`src/rtl/result_matrix_streamer.sv`:
```
// Drains product matrix R row-major from the multiplier read port onto a stb/ack stream.
// Latency: out_stb 3 edges after start (mm_done high), 2 cycles/element; holds element while out_ack is low.
module result_matrix_streamer #(
  parameter int n     = 4,
  parameter int n_len = $clog2(n)
) (
  input  logic             clk,
  input  logic             rst,
  input  logic             start,
  input  logic             mm_done,
  output logic [n_len-1:0] z_i,
  output logic [n_len-1:0] z_j,
  input  logic [31:0]      z_out,
  output logic [31:0]      out_data,
  output logic [n_len-1:0] out_row,
  output logic [n_len-1:0] out_col,
  output logic             out_last,
  output logic             out_stb,
  input  logic             out_ack,
  output logic             busy,
  output logic             done
);

  typedef enum logic [2:0] {IDLE, WAIT, FETCH, SEND, DONE_ST} state_t;

  localparam logic [n_len-1:0] last_idx = n_len'(n - 1);

  state_t           state, state_nxt;
  logic [n_len-1:0] row, row_nxt;
  logic [n_len-1:0] col, col_nxt;
  logic [n_len-1:0] z_i_nxt, z_j_nxt;
  logic [31:0]      out_data_nxt;
  logic [n_len-1:0] out_row_nxt, out_col_nxt;
  logic             out_last_nxt, out_stb_nxt, busy_nxt, done_nxt;

  always_ff @(posedge clk) begin
    if (rst) begin
      state    <= IDLE;
      row      <= '0;
      col      <= '0;
      z_i      <= '0;
      z_j      <= '0;
      out_data <= '0;
      out_row  <= '0;
      out_col  <= '0;
      out_last <= 1'b0;
      out_stb  <= 1'b0;
      busy     <= 1'b0;
      done     <= 1'b0;
    end else begin
      state    <= state_nxt;
      row      <= row_nxt;
      col      <= col_nxt;
      z_i      <= z_i_nxt;
      z_j      <= z_j_nxt;
      out_data <= out_data_nxt;
      out_row  <= out_row_nxt;
      out_col  <= out_col_nxt;
      out_last <= out_last_nxt;
      out_stb  <= out_stb_nxt;
      busy     <= busy_nxt;
      done     <= done_nxt;
    end
  end

  always_comb begin
    state_nxt    = state;
    row_nxt      = row;
    col_nxt      = col;
    z_i_nxt      = z_i;
    z_j_nxt      = z_j;
    out_data_nxt = out_data;
    out_row_nxt  = out_row;
    out_col_nxt  = out_col;
    out_last_nxt = out_last;
    out_stb_nxt  = out_stb;
    done_nxt     = 1'b0;

    case (state)
      IDLE: begin
        if (start) begin
          state_nxt = WAIT;
          row_nxt   = '0;
          col_nxt   = '0;
        end
      end
      WAIT: begin
        if (mm_done) begin
          state_nxt = FETCH;
          z_i_nxt   = row;
          z_j_nxt   = col;
        end
      end
      FETCH: begin
        out_data_nxt = z_out;
        out_row_nxt  = row;
        out_col_nxt  = col;
        out_last_nxt = (row == last_idx) && (col == last_idx);
        out_stb_nxt  = 1'b1;
        state_nxt    = SEND;
      end
      SEND: begin
        if (out_ack) begin
          out_stb_nxt = 1'b0;
          if (out_last) begin
            out_last_nxt = 1'b0;
            done_nxt     = 1'b1;
            state_nxt    = DONE_ST;
          end else begin
            // Column wraps to 0 on its own since n is a power of two.
            col_nxt   = col + 1'b1;
            row_nxt   = (col == last_idx) ? row + 1'b1 : row;
            z_j_nxt   = col + 1'b1;
            z_i_nxt   = (col == last_idx) ? row + 1'b1 : row;
            state_nxt = FETCH;
          end
        end
      end
      DONE_ST: begin
        state_nxt = IDLE;
      end
      default: begin
        state_nxt = IDLE;
      end
    endcase

    busy_nxt = (state_nxt != IDLE);
  end

endmodule

```
`config.mk`:
```
export PLATFORM = sky130hd
export DESIGN_NAME = result_matrix_streamer
export DESIGN_NICKNAME = d
export VERILOG_FILES = /design/src/rtl/result_matrix_streamer.sv
export SDC_FILE = /design/constraint.sdc
export NUM_CORES = 1
export LEC_CHECK = 0
export ABC_CLOCK_PERIOD_IN_PS = 1200
export BUFFER_PORTS_ARGS = -buffer_cell sky130_fd_sc_hd__buf_2
export CAP_MARGIN = 10
export CORE_ASPECT_RATIO = 0.9
export CORE_MARGIN = 2
export CORE_UTILIZATION = 43
export CTS_CLUSTER_DIAMETER = 200
export DETAILED_ROUTE_END_ITERATION = 10
export GPL_TIMING_DRIVEN = 0
export PLACE_DENSITY = 0.74
export REMOVE_ABC_BUFFERS = 1
export SYNTH_ARGS = -nofsm -noshare
export SYNTH_HDL_FRONTEND = slang
export SYNTH_SLANG_ARGS = --single-unit
```
`constraint.sdc`:
```
create_clock -name clk -period 1.2 [get_ports clk]
set_input_delay 0.24 -clock clk [delete_from_list [all_inputs] [get_ports clk]]
set_output_delay 0.24 -clock clk [all_outputs]
set_load 0.005 [all_outputs]
```
==> run metrics <==
fmax=between 700 and 800 MHz; crit path kind=flop to flop; DP Wirelength=slightly above 3000 µm; peak supply drop=0.6329 mV; DIE WIDTH=between 70 and 80 µm; R2R Path End=out_data[15]; setup violators final=46; Yosys cell types=33; Slew Limit Fails=0; WP data arrival=about 1.5 ns; Clock Skews=0.003204 ns; antenna cells=0; post-route setup slack=-0.1696 ns; hold path start=z_out[29]; maximum clock insertion buffer count=2; maxcap violations=0; DR vias=approximately 1,700; failing checks=setup timing; DR vias/cell=between 4 and 5; setup slack at placement=-1.083 ns; Multi-input gate area=1037 µm²; fin crit share=114.1%; routed length per instance=12.79 µm; Reg clk slew, reported paths=around 0.090 ns; Critical Path Slowest Stage Cell=dfxtp_4; first-pass GRT wire length=about 7400 µm; ranking of synthesized cells by area=dfxtp_1, mux2i_1, nor2_1, buf_6, a211oi_1; sequential share of the synthesized area=approximately half; IO Pins=81; Rel. slew slack=approximately 38%; Placed Cells incl. Taps=330; Root Buffer=clkbuf_8; share of cells above drive strength 1=between 40% and 50%; final setup TNS=-5.408 ns; Yosys top cell area share=49.07%; Post-synth EDFFs=0; Worst Hold Class=input port to flop; post-route ant nets=0; Leak=1.295 nW; r2r startpoint=state[1]; Rows=23; Internal Power=between 2 and 2.5 mW; Placer Congestion=0.7168; commonest non-fill, non-tap cell in the layout=buf_2; GR Overflow Total=0; clock network power share=between 20% and 30%; synthesis-stage register bit count=roughly 50; final hold violations=0; register area=1036 µm²; initial antenna violation count=0; Detailed Route WL=4553 µm; most frequent cells in the layout=buf_2, dfxtp_1, mux2i_1; Comb pwr share=between 15 and 20%; core box area=about 4500 µm²; Total GRT Usage=between 10% and 20%; Residual DRC=0; Post-synth ARST share=0%; R2R depth=5; initial DRC count=70; vias in the first global route=1,662; die height=~70 µm; PortBufs=80; worst hold slack=roughly 0.17 ns; crit-path leading delay family=flip-flops; H-tree Lvls=2; CP required=between 1 and 1.5 ns; R2R Setup Slk=-0.17 ns; measured slew at the worst slew-check pin=between 0.9 and 1 ns; critical path fanouts, max=8; hold path cells=3; CP Launch Type=flop; Clock Latency Late Sink=0.30 ns; largest net degree at the start of global routing=57; Yosys Warn Count=0; # fillers=~400; Design Power=3.262 mW; Seq pwr share=a little over half; Initial Util=45.76%; crit path buf inv count=2; final worst path period need=1.370 ns; Syn Inst Count=slightly below 200; cell accounting for the most synthesized area=dfxtp_1; Post-Syn Area per Cell=around 10 µm²; die area=roughly 5400 µm²; Pwr Density=1129 nW/µm²; drt first pass iters=4; fin nets=roughly 330; status=finished, violations left; Area growth, synth to finish=38.85%; TritonCTS buffer count=5; TritonCTS Sinks=slightly above 50; Max stage delay on crit path=about 0.4 ns; synthesized area=2081 µm²; sw frac=between 20% and 30%; Hold Path End=out_data[29]; TritonCTS clock tree=yes; cell breakdown of the critical path=nor3b_4 > buf_12 > buf_16 > mux2i_2 > nor2_1; NetSw=about 0.8 mW; Finished Layout Cells=between 300 and 400; ys flop type=dfxtp_1; CP Capture Type=flop; unrepaired setup endpoints after global routing=true
kinds of logic (layout without fill, tap and decap cells):
family          Yosys count  after routing  share of synthesized area [%]
mux                      41             41                          19.78
buf+inv                  18            113                          5.412
xor+xnor                  1              1                         0.4210
compound gates           18             18                          6.254
fa+ha+maj                 3              3                          1.804
simple gates             67             67                          17.26
flops                    51             51                          49.07
through the flow:
stage               util (%)  area [µm²]
floorplan                  -        1987
global placement       54.21        2465
detailed placement     55.28        2514
CTS                    62.11        2824
global route           63.54        2889
finish                 63.54        2889
layer usage:
layer  GRT usage (%)  wire, µm  vias to the layer above
met5               0         0                        -
met4           6.151        51                        0
met3           3.359       204                        5
met2           28.41      2219                       44
met1           21.29      2078                      801
li1                -         -                      874
how the worst max path moves through the flow:
| stage | slack [ns] | start | endpoint | cells after the start |
|---|---|---|---|---|
| after floorplan | -1.93 | state[1] | out_col[0] | 3 |
| after global placement | -2.71 | state[1] | out_data[19] | 3 |
| after detailed placement | -1.08 | state[1] | out_data[6] | 5 |
| after CTS | -0.15 | state[1] | out_data[2] | 5 |
| after global routing | -0.25 | state[1] | out_data[15] | 5 |
| final | -0.17 | state[1] | out_data[15] | 5 |
power groups by stage:
stage	logic (mW)	registers, mW	clock network (mW)
final	0.507	1.79	0.965
after global routing	0.555	1.80	1.08
after CTS	0.480	1.79	1.00
after detailed placement	0.377	1.84	0
after global placement	0.361	1.84	0
after floorplan	0.188	1.84	0
registers in the layout, indices dropped and copies added, names as in the netlist:
register  count
col           2
state         3
row           2
done          1
out_last      1
z_i           2
busy          1
out_col       2
z_j           2
out_row       2
out_data     32
out_stb       1
cell type report:
class | instances | share of cell area, %
clock buffers | 5 | 2.382
inverters | 5 | 0.6496
clock inverters | 3 | 0.6929
multi-input cells | 130 | 35.90
repair buffers | 100 | 21.83
well taps | 62 | 2.685
flip-flops and latches | 51 | 35.86
what timing repair did:
item / 4_1_cts / 5_1_grt
buffers inserted: 17 / 0
gates cloned: 0 / 1
pin swaps: 7 / 2
resized for setup: 31 / 10
setup endpoints to repair: 48 / 48
hold buffers: 0 / 0
hold endpoints to repair: 0 / 0
worst reg2reg max path: stages (launching register included):
cell and delay [ns]:
dfxtp_4 0.40, nor3b_4 0.26, buf_12 0.17, buf_16 0.14
mux2i_2 0.21, nor2_1 0.06
synthesized netlist by cell type (2+ instances only):
library cell and instances:
a211oi_1 7, a21oi_1 3, buf_2 3, buf_6 5, clkbuf_1 3, dfxtp_1 51, ha_1 3, inv_1 5
mux2i_1 40, nand2b_1 6, nand3_1 3, nand3b_1 2, nand4b_1 3, nor2_1 37, nor2b_1 3, nor3_1 5
o21ai_0 3, or3b_1 2
No activity file was read; power rests on OpenSTA's default activity.
